===== src/rtl/sump_host_sequencer.sv =====
// SUMP host sequencer: assembles short/long commands from UART RX bytes, answers the ID
// query, and serialises kept lanes of captured words onto UART TX. Option: SUMP_RX_TIMEOUT_EN.
module sump_host_sequencer #(
    parameter int MDW = 32,
    parameter int TMO = 16384
) (
    input  logic                 clk,
    input  logic                 rst,
    input  logic                 str_rxd_tvalid,
    input  logic [7:0]           str_rxd_tdata,
    output logic                 str_rxd_tready,
    output logic [7:0]           ctl_code,
    output logic [31:0]          ctl_data,
    output logic                 ctl_valid,
    input  logic                 mem_tvalid,
    input  logic [MDW-1:0]       mem_tdata,
    input  logic [MDW/8-1:0]     mem_tkeep,
    output logic                 mem_tready,
    output logic                 str_txd_tvalid,
    output logic [7:0]           str_txd_tdata,
    input  logic                 str_txd_tready
);
    localparam int LANES = MDW / 8;

    typedef enum logic {R_IDLE, R_ARG} rx_state_t;
    typedef enum logic [1:0] {T_IDLE, T_ID, T_MEM} tx_state_t;

    rx_state_t        r_rx_state, w_rx_next;
    tx_state_t        r_tx_state, w_tx_next;
    logic [7:0]       r_opcode;
    logic [23:0]      r_arg;
    logic [1:0]       r_arg_cnt;
    logic [7:0]       r_ctl_code;
    logic [31:0]      r_ctl_data;
    logic             r_ctl_valid;
    logic             r_id_pending;
    logic [1:0]       r_id_idx;
    logic [MDW-1:0]   r_word;
    logic [LANES-1:0] r_keep;

    logic             w_rx_hs;
    logic             w_timeout;
    logic             w_id_last_hs;
    logic             w_mem_hs;
    logic             w_tx_valid;
    logic [7:0]       w_tx_data;
    logic             w_mem_ready;
    logic [LANES-1:0] w_lane_low;
    logic [LANES-1:0] w_keep_rest;
    logic [7:0]       w_lane_byte;

    // RX is held off while an ID reply is queued so replies cannot stack up.
    assign str_rxd_tready = rst & ~r_id_pending;
    assign w_rx_hs        = str_rxd_tvalid & str_rxd_tready;

`ifdef SUMP_RX_TIMEOUT_EN
    localparam int TMO_W = $clog2(TMO + 1);
    logic [TMO_W-1:0] r_tmo_cnt;

    always_ff @(posedge clk) begin
        if (!rst || w_rx_hs || r_rx_state != R_ARG) begin
            r_tmo_cnt <= '0;
        end else begin
            r_tmo_cnt <= r_tmo_cnt + 1'b1;
        end
    end

    assign w_timeout = (r_rx_state == R_ARG) && !w_rx_hs && (r_tmo_cnt == TMO_W'(TMO - 1));
`else
    assign w_timeout = 1'b0;
`endif

    always_ff @(posedge clk) begin
        if (!rst) begin
            r_rx_state <= R_IDLE;
            r_tx_state <= T_IDLE;
        end else begin
            r_rx_state <= w_rx_next;
            r_tx_state <= w_tx_next;
        end
    end

    always_comb begin
        // NOTE: every combinational output gets a default first, so no path can infer a latch.
        w_rx_next = r_rx_state;
        case (r_rx_state)
            R_IDLE: if (w_rx_hs && str_rxd_tdata[7]) w_rx_next = R_ARG;
            R_ARG: begin
                if (w_rx_hs && r_arg_cnt == 2'd3) w_rx_next = R_IDLE;
                else if (w_timeout)               w_rx_next = R_IDLE;
            end
            default: w_rx_next = R_IDLE;
        endcase
    end

    always_ff @(posedge clk) begin
        // NOTE: sequential state uses non-blocking assignments so all registers update together.
        if (!rst) begin
            r_opcode     <= '0;
            r_arg        <= '0;
            r_arg_cnt    <= '0;
            r_ctl_code   <= '0;
            r_ctl_data   <= '0;
            r_ctl_valid  <= 1'b0;
            r_id_pending <= 1'b0;
        end else begin
            r_ctl_valid <= 1'b0;
            if (w_id_last_hs) r_id_pending <= 1'b0;
            if (w_rx_hs) begin
                if (r_rx_state == R_IDLE) begin
                    if (!str_rxd_tdata[7]) begin
                        r_ctl_valid <= 1'b1;
                        r_ctl_code  <= str_rxd_tdata;
                        r_ctl_data  <= '0;
                        if (str_rxd_tdata == 8'h02) r_id_pending <= 1'b1;
                    end else begin
                        r_opcode  <= str_rxd_tdata;
                        r_arg_cnt <= '0;
                    end
                end else begin
                    r_arg_cnt <= r_arg_cnt + 1'b1;
                    case (r_arg_cnt)
                        2'd0: r_arg[7:0]   <= str_rxd_tdata;
                        2'd1: r_arg[15:8]  <= str_rxd_tdata;
                        2'd2: r_arg[23:16] <= str_rxd_tdata;
                        default: begin
                            r_ctl_valid <= 1'b1;
                            r_ctl_code  <= r_opcode;
                            r_ctl_data  <= {str_rxd_tdata, r_arg};
                        end
                    endcase
                end
            end
        end
    end

    assign ctl_valid = r_ctl_valid;
    assign ctl_code  = r_ctl_code;
    assign ctl_data  = r_ctl_data;

    // Lanes drain lowest-first: isolate the lowest set keep bit each cycle.
    assign w_lane_low  = r_keep & (~r_keep + 1'b1);
    assign w_keep_rest = r_keep & ~w_lane_low;

    always_comb begin
        w_lane_byte = '0;
        for (int i = 0; i < LANES; i++) begin
            if (w_lane_low[i]) w_lane_byte = r_word[8*i +: 8];
        end
    end

    always_comb begin
        w_tx_next    = r_tx_state;
        w_tx_valid   = 1'b0;
        w_tx_data    = '0;
        w_mem_ready  = 1'b0;
        w_id_last_hs = 1'b0;
        case (r_tx_state)
            T_IDLE: begin
                if (r_id_pending) begin
                    w_tx_next = T_ID;
                end else begin
                    w_mem_ready = rst;
                    if (mem_tvalid && rst) w_tx_next = T_MEM;
                end
            end
            T_ID: begin
                w_tx_valid = 1'b1;
                case (r_id_idx)
                    2'd0:    w_tx_data = 8'h31;
                    2'd1:    w_tx_data = 8'h41;
                    2'd2:    w_tx_data = 8'h4C;
                    default: w_tx_data = 8'h53;
                endcase
                if (str_txd_tready && r_id_idx == 2'd3) begin
                    w_id_last_hs = 1'b1;
                    w_tx_next    = T_IDLE;
                end
            end
            T_MEM: begin
                if (r_keep == '0) begin
                    w_tx_next = T_IDLE;
                end else begin
                    w_tx_valid = 1'b1;
                    w_tx_data  = w_lane_byte;
                    if (str_txd_tready && w_keep_rest == '0) w_tx_next = T_IDLE;
                end
            end
            default: w_tx_next = T_IDLE;
        endcase
    end

    assign w_mem_hs       = mem_tvalid & w_mem_ready;
    assign mem_tready     = w_mem_ready;
    assign str_txd_tvalid = w_tx_valid;
    assign str_txd_tdata  = w_tx_data;

    always_ff @(posedge clk) begin
        // NOTE: the word buffer is a plain register, so resetting it is cheap and keeps it deterministic.
        if (!rst) begin
            r_id_idx <= '0;
            r_word   <= '0;
            r_keep   <= '0;
        end else begin
            case (r_tx_state)
                T_IDLE: begin
                    r_id_idx <= '0;
                    if (w_mem_hs) begin
                        r_word <= mem_tdata;
                        r_keep <= mem_tkeep;
                    end
                end
                T_ID:  if (str_txd_tready) r_id_idx <= r_id_idx + 1'b1;
                T_MEM: if (str_txd_tready && r_keep != '0) r_keep <= w_keep_rest;
                default: r_id_idx <= '0;
            endcase
        end
    end
endmodule


===== config.mk =====
export PLATFORM = sky130hd
export DESIGN_NAME = sump_host_sequencer
export DESIGN_NICKNAME = d
export VERILOG_FILES = /design/src/rtl/sump_host_sequencer.sv
export SDC_FILE = /design/constraint.sdc
export NUM_CORES = 1
export LEC_CHECK = 0
export CORE_MARGIN = 1
export CORE_UTILIZATION = 35
export CTS_BUF_LIST = sky130_fd_sc_hd__clkbuf_16
export DETAILED_ROUTE_END_ITERATION = 10
export GPL_TIMING_DRIVEN = 0
export PLACE_DENSITY = 0.66
export SKIP_CTS_REPAIR_TIMING = 1
export SYNTH_ARGS = -nofsm -noshare
export SYNTH_HDL_FRONTEND = slang
export SYNTH_SLANG_ARGS = --single-unit
export TNS_END_PERCENT = 1

===== constraint.sdc =====
create_clock -name clk -period 2.6 [get_ports clk]
set_input_delay 0.78 -clock clk [delete_from_list [all_inputs] [get_ports clk]]
set_output_delay 0.78 -clock clk [all_outputs]
set_load 0.05 [all_outputs]

## Yosys cells after proc, flatten, opt, wreduce, memory -nomap -nowiden

Cells that the tools add are included.

| cells by class | value |
|---|---|
| muxes and demuxes | 43 |
| $add $sub $neg | 3 |
| equal/unequal tests | 17 |
| reduce and logical (&&, ||, !) cells | 26 |
| bitwise operators | 10 |

Operators by type and width:

| operator | count |
|---|---|
| two-way mux 32 bit | 3 |
| two-way mux 8 bit | 8 |
| case mux 7 bit (3 select lines) | 1 |
| AND reduction 3 bit | 7 |
| two-way mux 2 bit | 8 |
| case mux 8 bit (2 select lines) | 1 |
| two-way mux 1 bit | 15 |
| equality test 2 bit (second input constant) | 5 |
| != test 2 bit (second input constant) | 5 |
| AND 4 bit | 2 |
| equality test 8 x 2 -> 1 bit (second input constant) | 1 |
| logical NOT 4 bit | 2 |
| two-way mux 4 bit | 2 |
| NOT 4 bit | 2 |
| case mux 4 bit (2 select lines) | 1 |
| AND reduction 2 bit | 4 |
| equality test 2 x 1 -> 1 bit (second input constant) | 3 |
| logical AND 1 bit | 6 |
| logical NOT 2 bit | 3 |
| != test 3 bit (second input constant) | 2 |
| case mux 2 bit (3 select lines) | 1 |
| adder 2 x 1 -> 2 bit (second input constant) | 2 |
| adder 4 x 1 -> 4 bit (second input constant) | 1 |
| case mux 1 bit (2 select lines) | 2 |
| other kinds (7) | 12 |

| storage, ports and cells | value |
|---|---|
| bits of input ports | 49 |
| word-level logic and storage cells | 113 |
| output and inout bits | 52 |
| flip-flop bits (word level) | 117 |

## Logic depth before layout (Yosys ltp)

| logic depth | value |
|---|---|
| depth in word-level cells | 10 |
| mapped depth | 8 |
| gate-level depth less buffers | 6 |

## Worst setup path after synthesis

Ideal clock, no wire load.

| timing path | value |
|---|---|
| kind | input to output |
| from | in rst |
| to | out mem_tready |
| path buffers | 2 |
| slack | -582 ps |
| stages | 4 |
| arrival | 2402 ps |
| required time | 1820 ps |
| path through | buf_2 buf_2 nor2b_1 and2_1 |

| between the ends | value |
|---|---|
| cells in the longest elaborated chain, start to end | 2 |

RTL lines:

| what | line | RTL |
|---|---|---|
| start: declaration | 8 | `input logic rst,` |
| two-way mux 1 bit | 160 | `if (r_id_pending) begin` |
| two-way mux 1 bit | 158 | `case (r_tx_state)` |
| end: declaration | 18 | `output logic mem_tready,` |

No other way between the ends.

## Worst setup path in the final report

| timing path | value |
|---|---|
| from | reg r_keep[1] |
| to | out str_txd_tdata[3] |

| between the ends | value |
|---|---|
| cells in the longest elaborated chain, start to end | 8 |
| elaborated cells between the ends (all ways) | 9 |
| those cells by class | 1 x add/sub; 5 x mux; 2 x bitwise; 1 x reduce/logical |

RTL lines:

| what | line | RTL |
|---|---|---|
| start: declaration | 39 | `logic [LANES-1:0] r_keep;` |
| start signal: assignment | 210 | `r_keep <= mem_tkeep;` |
| start signal: assignment | 214 | `T_MEM: if (str_txd_tready && r_keep != '0) r_keep <= w_keep_rest;` |
| NOT 4 bit | 142 | `assign w_lane_low = r_keep & (~r_keep + 1'b1);` |
| adder 4 x 1 -> 4 bit | 142 |  |
| AND 4 bit | 142 |  |
| two-way mux 8 bit (3 in series) | 148 | `if (w_lane_low[i]) w_lane_byte = r_word[8*i +: 8];` |
| two-way mux 8 bit (*) | 181 | `if (r_keep == '0) begin` |
| case mux 8 bit (2 select lines) (*) | 158 |  |
| end: declaration | 20 | `output logic [7:0] str_txd_tdata,` |

Every way passes the cells marked *; elsewhere a longest branch is shown, timed or not.

==> reports/metrics.cfg <==
[yosys]
yosysSeqAreaShare_pct = 44.8
synth_compound_area_share_pct = 22.2
synth_top_area_share_pct = 44.8
synth_common_cells = 158 x nand2_1, 117 x dfxtp_1, 92 x a21boi_0
synthSimpleGateAreaFrac_pct = 22.0
netlist_area_sq_mm = 0.00523
synth_top_family_by_area = compound AO/OA/AOI/OAI gates
ys_seq_elements = 117
synth_flop_cell = dfxtp_1
synthAdderAreaFrac_pct = 3.11
yosys.area.top_type = dfxtp_1
synth_edf_count = 0
synthTopCellsByArea = dfxtp_1 45%, a21boi_0 13%, nand2_1 11%
syn-mean-instance-area_sq_um = 8.51
yosysWarnings = 0
async_flop_share_pct = 0
synth.distinct_cells = 48
synth_nets = 676
synth.most_common_cell = nand2_1
synthCells = 614
synth_xor_xnor_area_share_pct = 0
muxShareOfSynthArea_pct = 2.68

[floorplanning]
chipHeight_um = 124
num_rows = 44
ios = 101
coreArea_sq_mm = 0.0145
dieArea_sq_mm = 0.0154
die_w_um = 124
initial_core_util_pct = 36.0

[grt]
grt_usage_pct = 20.0
grt_pass1_vias = 4756
grt_pass1_wl_um = 23300
grt.overflow.total = 0
grt_max_degree = 17
antenna_found_initial = 0

[detailed_routing]
wl_met2_um = 6850
drtAntennaViolNets = 0
wl_met1_um = 6290
routed.top_layer = met4
totalWireLength_um = 14300
met3_wirelength_um = 938
routedWlPerCell_um = 15.4
drtIter0Drc = 289
via_per_inst = 5.11
vias = 4744
first_pass_iters = 5
drc = 0

[cts]
insertion_delay_ns = 0.42
htree_num_levels = 4
clk_pin_slew_worst_paths_ns = 0.06
cts.sinks = 117
cts-root-buf = clkbuf_16
cts_tree = built
clock_path_buffers = 2
cts_made_buffers = 17

[placement]
dp_hpwl_um = 10500
dpl_cell_area_sq_mm = 0.00645
io_buffers = 99
gp_congestion = 0.897

[worst_setup_path]
cp.arrival_ns = 1.98
reg2reg_slack_ns = 0.65
cp_max_fo = 7
startpoint_type = register
end_kind = output port
path_class = reg -> out
worstPathRequired_ns = 1.82

[sta]
fin_crit_sh_pct = 106
whs_ns = 0.454
fin_skew_ns = 0.00660
setup_viol = 9
hold_viol_final = 0
worst_pin_slew_ns = 0.582
setup_slack_ns = -0.161
slew_viol_final = 0
period_minus_slack_ns = 2.76
tns_ns = -0.862
max_slew_margin_pct = 61.1
rsz0062_at_grt = true
max_freq_mhz = 362

[power]
leakagePower_nw = 2.53
p_total_mw = 4.48
pwr_density_cell_mw_per_mm2 = 633
peakVddDrop_mv = 0.456

[cells_and_area]
nNetsFinal = 794
nFillCells = 1403
final_area_sq_mm = 0.00708
fin_util_pct = 48.7
multi_input_area_sq_mm = 0.00267
drive_above_1_share_pct = 12.5
diodes = 0
area.sequential_sq_mm = 0.00235
area_growth_pct = 35.4

[outcome]
violations = negative setup slack
status = finished with violations

[min_path]
hold_class = reg -> reg

[flow_run]
cap_violations = 0

==> worst max-delay path, stage by stage (launching register included) <==
cell	delay (ns)
dfxtp_4	0.36
or4_4	0.55
and3_4	0.23
a32o_2	0.27
buf_8	0.16
==> per-stage QoR <==
stage	setup WS [ns]	cells
after detailed placement	-1.23	897
after global routing	-0.198	929
after global placement	-1.24	897
after floorplan	-0.127	614
after CTS	-1.23	929
final	-0.161	929
==> report_power, final <==
part	leakage [nW]	total (mW)	switching, mW	internal, mW
Sequential	0.950	1.86	0.0273	1.84
Combinational	1.32	0.423	0.236	0.187
Clock	0.258	2.19	0.881	1.31
Total	2.53	4.48	1.14	3.34
==> registers in the layout (all words and copies together), names as in the netlist, 2 cells and up <==
register    count
r_arg          24
ctl_code        8
r_word         32
r_id_idx        2
r_tx_state      2
r_opcode        8
r_arg_cnt       2
r_keep          4
ctl_data       32
==> final timing paths <==
check                                               start                        end  cells after the start
worst min-delay path            ctl_data[25]$_SDFFE_PN0P_  ctl_data[25]$_SDFFE_PN0P_                      2
worst max register to register  r_arg_cnt[0]$_SDFFE_PN0P_  ctl_data[30]$_SDFFE_PN0P_                      6
worst min register to register  ctl_data[25]$_SDFFE_PN0P_  ctl_data[25]$_SDFFE_PN0P_                      2
worst max-delay path               r_keep[1]$_SDFFE_PN0P_           str_txd_tdata[3]                      4
==> area by class of cell <==
cell class              count  area share [%]
plain buffers              46            3.29
repair buffers            102            14.1
well taps                 184            3.25
clock inverters            15            1.89
clock buffers              17            6.01
inverters                  11           0.583
flip-flops and latches    117            33.2
multi-input cells         437            37.7
==> layer usage <==
| metal | up-vias | track usage (%) |
|---|---|---|
| li1 | 2352 | - |
| met1 | 2211 | 24.1 |
| met2 | 160 | 33.5 |
| met3 | 21 | 6.09 |
| met4 | 0 | 7.22 |
| met5 | - | 0 |
==> cells by family after synthesis <==
group,Yosys count
compound gates,155
simple gates,255
fa+ha+maj,13
flops,117
buf+inv,60
mux,14
==> placed cells by master (no fill, tap or decap), drive strengths merged, types with 13 or more instances in the layout <==
master,n
nand2,158
dfxtp,117
a21boi,95
clkdlybuf4s50,87
nand3,59
clkbuf,42
buf,36
mux2i,14
ha,13
inv,13
Power figures use the tool's default switching activity.
